`src/rtl/hyperbus_delay_trainer.sv`:
```
// RWDS delay-line trainer: sweeps every tap, records a pass bitmap and centres delay_o in the
// longest passing window. Optional manual override is built when HYPERBUS_DELAY_MANUAL_EN is defined.
module hyperbus_delay_trainer #(
    parameter int NumTaps      = 16,
    parameter int TapWidth     = 4,
    parameter int SettleCycles = 8,
    parameter int NumTrials    = 4,
    parameter int DefaultDelay = 8
) (
    input  logic                clk_i,
    input  logic                rst_i,
    input  logic                start_i,
`ifdef HYPERBUS_DELAY_MANUAL_EN
    input  logic                cfg_manual_i,
    input  logic [TapWidth-1:0] cfg_delay_i,
`endif
    output logic                busy_o,
    output logic                done_o,
    output logic                fail_o,
    output logic                test_req_o,
    input  logic                test_ack_i,
    input  logic                test_pass_i,
    output logic [TapWidth-1:0] delay_o,
    output logic [NumTaps-1:0]  pass_map_o,
    output logic [TapWidth:0]   win_len_o
);

    localparam int SetW = (SettleCycles > 1) ? $clog2(SettleCycles) : 1;
    localparam int TrW  = (NumTrials > 1) ? $clog2(NumTrials) : 1;
    localparam logic [TapWidth-1:0] LastTap  = TapWidth'(NumTaps - 1);
    localparam logic [SetW-1:0]     LastSet  = SetW'(SettleCycles - 1);
    localparam logic [TrW-1:0]      LastTry  = TrW'(NumTrials - 1);
    localparam logic [TapWidth:0]   LenOne   = (TapWidth+1)'(1);
    localparam logic [TapWidth:0]   LenZero  = (TapWidth+1)'(0);

    typedef enum logic [2:0] {
        IDLE   = 3'd0,
        SETTLE = 3'd1,
        TEST   = 3'd2,
        EVAL   = 3'd3,
        SCAN   = 3'd4,
        DONE   = 3'd5
    } state_t;

    state_t              state_r;
    logic [TapWidth-1:0] delay_r;
    logic [TapWidth-1:0] saved_delay_r;
    logic [SetW-1:0]     settle_cnt_r;
    logic [TrW-1:0]      trial_r;
    logic                tap_ok_r;
    logic [TapWidth-1:0] scan_idx_r;
    logic [TapWidth-1:0] cur_start_r;
    logic [TapWidth:0]   cur_len_r;
    logic [TapWidth-1:0] best_start_r;
    logic [TapWidth:0]   best_len_r;
    logic [TapWidth-1:0] fin_start_s;
    logic [TapWidth:0]   fin_len_s;
    logic                manual_s;

    // Floor centre of a window; the sum is formed one bit wider than a tap index.
    function automatic logic [TapWidth-1:0] centre_of(input logic [TapWidth-1:0] start,
                                                      input logic [TapWidth:0]   len);
        return TapWidth'({1'b0, start} + ((len - LenOne) >> 1));
    endfunction

`ifdef HYPERBUS_DELAY_MANUAL_EN
    assign manual_s = cfg_manual_i;
    assign delay_o  = cfg_manual_i ? cfg_delay_i : delay_r;
`else
    assign manual_s = 1'b0;
    assign delay_o  = delay_r;
`endif

    // Close a run that is still open at the end of the walk against the best run so far.
    always_comb begin
        fin_start_s = best_start_r;
        fin_len_s   = best_len_r;
        if (cur_len_r > best_len_r) begin
            fin_start_s = cur_start_r;
            fin_len_s   = cur_len_r;
        end else begin
            fin_start_s = best_start_r;
            fin_len_s   = best_len_r;
        end
    end

    // Training FSM with all outputs registered.
    always_ff @(posedge clk_i) begin
        if (rst_i) begin
            state_r       <= IDLE;
            delay_r       <= TapWidth'(DefaultDelay);
            saved_delay_r <= TapWidth'(DefaultDelay);
            settle_cnt_r  <= '0;
            trial_r       <= '0;
            tap_ok_r      <= 1'b0;
            scan_idx_r    <= '0;
            cur_start_r   <= '0;
            cur_len_r     <= '0;
            best_start_r  <= '0;
            best_len_r    <= '0;
            busy_o        <= 1'b0;
            done_o        <= 1'b0;
            fail_o        <= 1'b0;
            test_req_o    <= 1'b0;
            pass_map_o    <= '0;
            win_len_o     <= '0;
        end else begin
            done_o <= 1'b0;
            if (manual_s && (state_r != IDLE)) begin
                // Override aborts quietly; the last trained delay stays in place underneath.
                state_r    <= IDLE;
                busy_o     <= 1'b0;
                test_req_o <= 1'b0;
                delay_r    <= saved_delay_r;
            end else begin
                case (state_r)
                    IDLE: begin
                        if (start_i && !manual_s) begin
                            state_r       <= SETTLE;
                            busy_o        <= 1'b1;
                            fail_o        <= 1'b0;
                            pass_map_o    <= '0;
                            saved_delay_r <= delay_r;
                            delay_r       <= '0;
                            settle_cnt_r  <= '0;
                        end
                    end
                    SETTLE: begin
                        if (settle_cnt_r == LastSet) begin
                            state_r    <= TEST;
                            trial_r    <= '0;
                            tap_ok_r   <= 1'b1;
                            test_req_o <= 1'b1;
                        end else begin
                            settle_cnt_r <= settle_cnt_r + SetW'(1);
                        end
                    end
                    TEST: begin
                        if (test_ack_i) begin
                            tap_ok_r <= tap_ok_r & test_pass_i;
                            if (trial_r == LastTry) begin
                                test_req_o <= 1'b0;
                                state_r    <= EVAL;
                            end else begin
                                trial_r <= trial_r + TrW'(1);
                            end
                        end
                    end
                    EVAL: begin
                        pass_map_o[delay_r] <= tap_ok_r;
                        if (delay_r == LastTap) begin
                            state_r      <= SCAN;
                            scan_idx_r   <= '0;
                            cur_start_r  <= '0;
                            cur_len_r    <= '0;
                            best_start_r <= '0;
                            best_len_r   <= '0;
                        end else begin
                            delay_r      <= delay_r + TapWidth'(1);
                            settle_cnt_r <= '0;
                            state_r      <= SETTLE;
                        end
                    end
                    SCAN: begin
                        // Strictly-longer replacement keeps the lowest-index window on ties.
                        if (pass_map_o[scan_idx_r]) begin
                            if (cur_len_r == LenZero) begin
                                cur_start_r <= scan_idx_r;
                            end
                            cur_len_r <= cur_len_r + LenOne;
                        end else begin
                            if (cur_len_r > best_len_r) begin
                                best_start_r <= cur_start_r;
                                best_len_r   <= cur_len_r;
                            end
                            cur_len_r <= '0;
                        end
                        if (scan_idx_r == LastTap) begin
                            busy_o  <= 1'b0;
                            state_r <= DONE;
                        end else begin
                            scan_idx_r <= scan_idx_r + TapWidth'(1);
                        end
                    end
                    DONE: begin
                        done_o  <= 1'b1;
                        state_r <= IDLE;
                        if (fin_len_s != LenZero) begin
                            delay_r   <= centre_of(fin_start_s, fin_len_s);
                            win_len_o <= fin_len_s;
                        end else begin
                            fail_o    <= 1'b1;
                            win_len_o <= '0;
                            delay_r   <= saved_delay_r;
                        end
                    end
                    default: begin
                        state_r    <= IDLE;
                        busy_o     <= 1'b0;
                        test_req_o <= 1'b0;
                    end
                endcase
            end
        end
    end

endmodule
```
`config.mk`:
```
export PLATFORM = sky130hd
export DESIGN_NAME = hyperbus_delay_trainer
export DESIGN_NICKNAME = d
export VERILOG_FILES = /design/src/rtl/hyperbus_delay_trainer.sv
export SDC_FILE = /design/constraint.sdc
export NUM_CORES = 1
export LEC_CHECK = 0
export ABC_CLOCK_PERIOD_IN_PS = 3900
export CAP_MARGIN = 0
export CORE_AREA = 4 4 114 116
export CTS_BUF_LIST = sky130_fd_sc_hd__clkbuf_8
export DETAILED_ROUTE_END_ITERATION = 8
export DIE_AREA = 0 0 118 120
export GPL_ROUTABILITY_DRIVEN = 0
export HOLD_SLACK_MARGIN = 0.02
export PLACE_DENSITY = 0.45
export SKIP_CTS_REPAIR_TIMING = 1
export SYNTH_ARGS = -nofsm -noshare
export SYNTH_HDL_FRONTEND = slang
export SYNTH_SLANG_ARGS = --single-unit
```
`constraint.sdc`:
```
create_clock -name clk_i -period 3.9 [get_ports clk_i]
set_clock_uncertainty 0.2 [all_clocks]
set_input_delay 0.975 -clock clk_i [delete_from_list [all_inputs] [get_ports clk_i]]
set_output_delay 0.975 -clock clk_i [all_outputs]
set_load 0.02 [all_outputs]
```
==> flow_summary.ini, run 1 <==
[synthesis]
synth_ff_type = dfxtp_1
ys_seq_area_share_pct = 36.3
yosysWarnings = 0
yosys.area_share.adder_pct = 7.65
muxShareOfSynthArea_pct = 7.97
synth_enable_flop_cells = 0
synth-async-reset-ratio_pct = 0
synth-xor-area-share_pct = 2.23
synth-seq-cells = 64
synth_compound_area_share_pct = 18.9
yosys.area_share.simple_pct = 21.5
synth_top_family_by_area = simple AND/OR/NAND/NOR gates
syn_avg_cell_area_um2 = 8.03
synth_area_um2 = 3530
synthCells = 440
ys_types = 53
syn-num-nets = 466

[die]
dieArea_um2 = 14200
rows = 40
start_util_pct = 29.7
dieHeight_um = 120
core-area_um2 = 11900
io_pins = 34
die_width_um = 118

[clocking]
cts.clk_slew.worst_paths_ns = 0.07
htree_levels = 3
root_buffer = clkbuf_8
insertion_delay_ns = 0.35
cts_buffer_depth = 2
clkSinkCount = 64
cts_tree = done
cts_buffers = 9

[place]
dpl.hpwl_mm = 6.68
portBuffers = 33

[route]
first_pass_iters = 4
num_vias = 3119
drcViolationCount = 0
wl_per_cell_um = 15.5
drt_iter0_markers = 136
routed_wl_mm = 9.59
vias_per_cell = 5.05
final_antenna_net_count = 0

[cells_and_area]
layout_commonest_cell = a21oi_1
area_growth_pct = 19.0
antenna_cells = 0
mostFrequentLayoutCells = a21oi_1 (72), dfxtp_1 (64), nor2_1 (47)
drive_gt1_share_pct = 9.55
post-route-util_pct = 35.3
final_nets = 493

[sta]
tightest_slew_ns = 1.07
fmax_mhz = 278
max_slew_margin_pct = 28.6
fin_crit_sh_pct = 92.2
setup_tns_ns = 0
setup_viol = 0
hold_viol = 0
rsz0062_at_grt = false
maxSlewViolCount = 0
timing.final.crit_period_ns = 3.60

[global_route]
grt_use_total_pct = 13.9
grt.overflow.total = 0
grt_pass1_wl_mm = 15.8
antenna_found_initial = 0
grt_max_degree = 51
grt_pass1_vias = 3011

[setup_path]
worstSetupStartpointType = flop
arrival_ns = 3.64
critPathMaxFanout = 4
worstPathRequired_ns = 3.94
cp-end-kind = flop
critPathKind = reg2reg

[pwr]
ir_drop_mv = 0.145
p_total_mw = 1.26
power_density_nw_per_um2 = 301
leakage_nw = 1.54

[run]
drv_cap = 0

[run_status]
status = finished, final reports clean

[hold_path]
holdCritPathClass = reg2reg
[cells in the mapped netlist, drive strengths merged (8+ instances only)]
| cell | count | area share [%] |
|---|---|---|
| o21ai | 25 | 3.5 |
| nand3 | 13 | 1.8 |
| nor2 | 48 | 5.3 |
| and3 | 8 | 1.4 |
| inv | 21 | 2.2 |
| ha | 20 | 7.1 |
| clkbuf | 20 | 2.1 |
| mux2i | 9 | 2.5 |
| a21oi | 72 | 10 |
| dfxtp | 64 | 36 |
| nand2 | 43 | 4.9 |
| nor3 | 11 | 1.7 |
[critical path: stages, from the launching register on]
cell and delay [ns]:
dfxtp_1 0.35, inv_1 0.06, ha_1 0.31, nand4_1 0.17, or2_1 0.30, nand2_1 0.19
mux2i_4 0.30, ha_2 0.25, xnor2_1 0.17, ha_1 0.29, a21o_1 0.18, a21oi_1 0.17
xnor2_1 0.16, xnor2_1 0.15, mux2i_1 0.21, nand2_1 0.06
[area by class of cell]
cell class              count  area (um^2)
repair buffers             43          400
fillers                  1278         7710
clock buffers              11          151
multi-input cells         327         2090
clock inverters             4         15.0
flip-flops and latches     64         1280
inverters                  22         82.6
well taps                 147          184
[flip-flops by register name, indices dropped and copies added, names as in the netlist, 2 cells and up]
name,flops
best_len_r,5
best_start_r,4
cur_len_r,5
cur_start_r,4
delay_o,4
pass_map_o,16
saved_delay_r,4
scan_idx_r,4
settle_cnt_r,3
state_r,3
trial_r,2
win_len_o,5
[report_power, final]
| group | switching [mW] | internal (mW) |
|---|---|---|
| logic | 0.0500 | 0.0282 |
| registers | 0.0110 | 0.660 |
| clock network | 0.261 | 0.253 |
[layer usage]
layer,global-route usage (%),share of wire [%],vias to the layer above
met3,3.16,2.6,11
met1,18.2,50,1475
li1,-,-,1587
met2,22.0,46,46
met4,5.86,1.5,0
met5,0,0,-
[worst paths after layout]
check             cells past startpoint                         start                            to  slack [ns]
hold reg to reg                       2  settle_cnt_r[1]$_SDFFE_PP0P_  settle_cnt_r[1]$_SDFFE_PP0P_        0.28
setup reg to reg                     15    best_len_r[4]$_SDFFE_PP0P_       delay_o[3]$_SDFFE_PP1P_        0.30
hold / removal                        2  settle_cnt_r[1]$_SDFFE_PP0P_  settle_cnt_r[1]$_SDFFE_PP0P_        0.28
setup / recovery                     15    best_len_r[4]$_SDFFE_PP0P_       delay_o[3]$_SDFFE_PP1P_        0.30
[cells by family after synthesis]
| group | Yosys count |
|---|---|
| AND/OR/NAND/NOR | 157 |
| AO/OA/AOI/OAI | 119 |
| flip-flops | 64 |
| buffers and inverters | 49 |
| multiplexers | 21 |
| adder cells (fa/ha/maj) | 21 |
| XOR/XNOR | 9 |
[through the flow]
step,setup WS (ns),hold slack (ns),area [um^2],instances
6_report,0.303,0.275,4210,618
4_1_cts,0.119,0.276,4170,618
2_1_floorplan,0.350,0.244,3530,440
3_3_place_gp,0.313,0.261,4010,603
5_1_grt,0.00320,0.292,4210,618
3_5_place_dp,0.240,0.264,4010,603
(Power assumes the default switching activity.)
==> run 2: changes to the inputs <==
--- a/config.mk
+++ b/config.mk
@@ -12,7 +12,6 @@
 export DETAILED_ROUTE_END_ITERATION = 8
 export DIE_AREA = 0 0 118 120
 export GPL_ROUTABILITY_DRIVEN = 0
-export HOLD_SLACK_MARGIN = 0.02
 export PLACE_DENSITY = 0.45
 export SKIP_CTS_REPAIR_TIMING = 1
 export SYNTH_ARGS = -nofsm -noshare
==> results of run 2 <==
No change in the layout: final DEF, timing and power equal those of run 1.
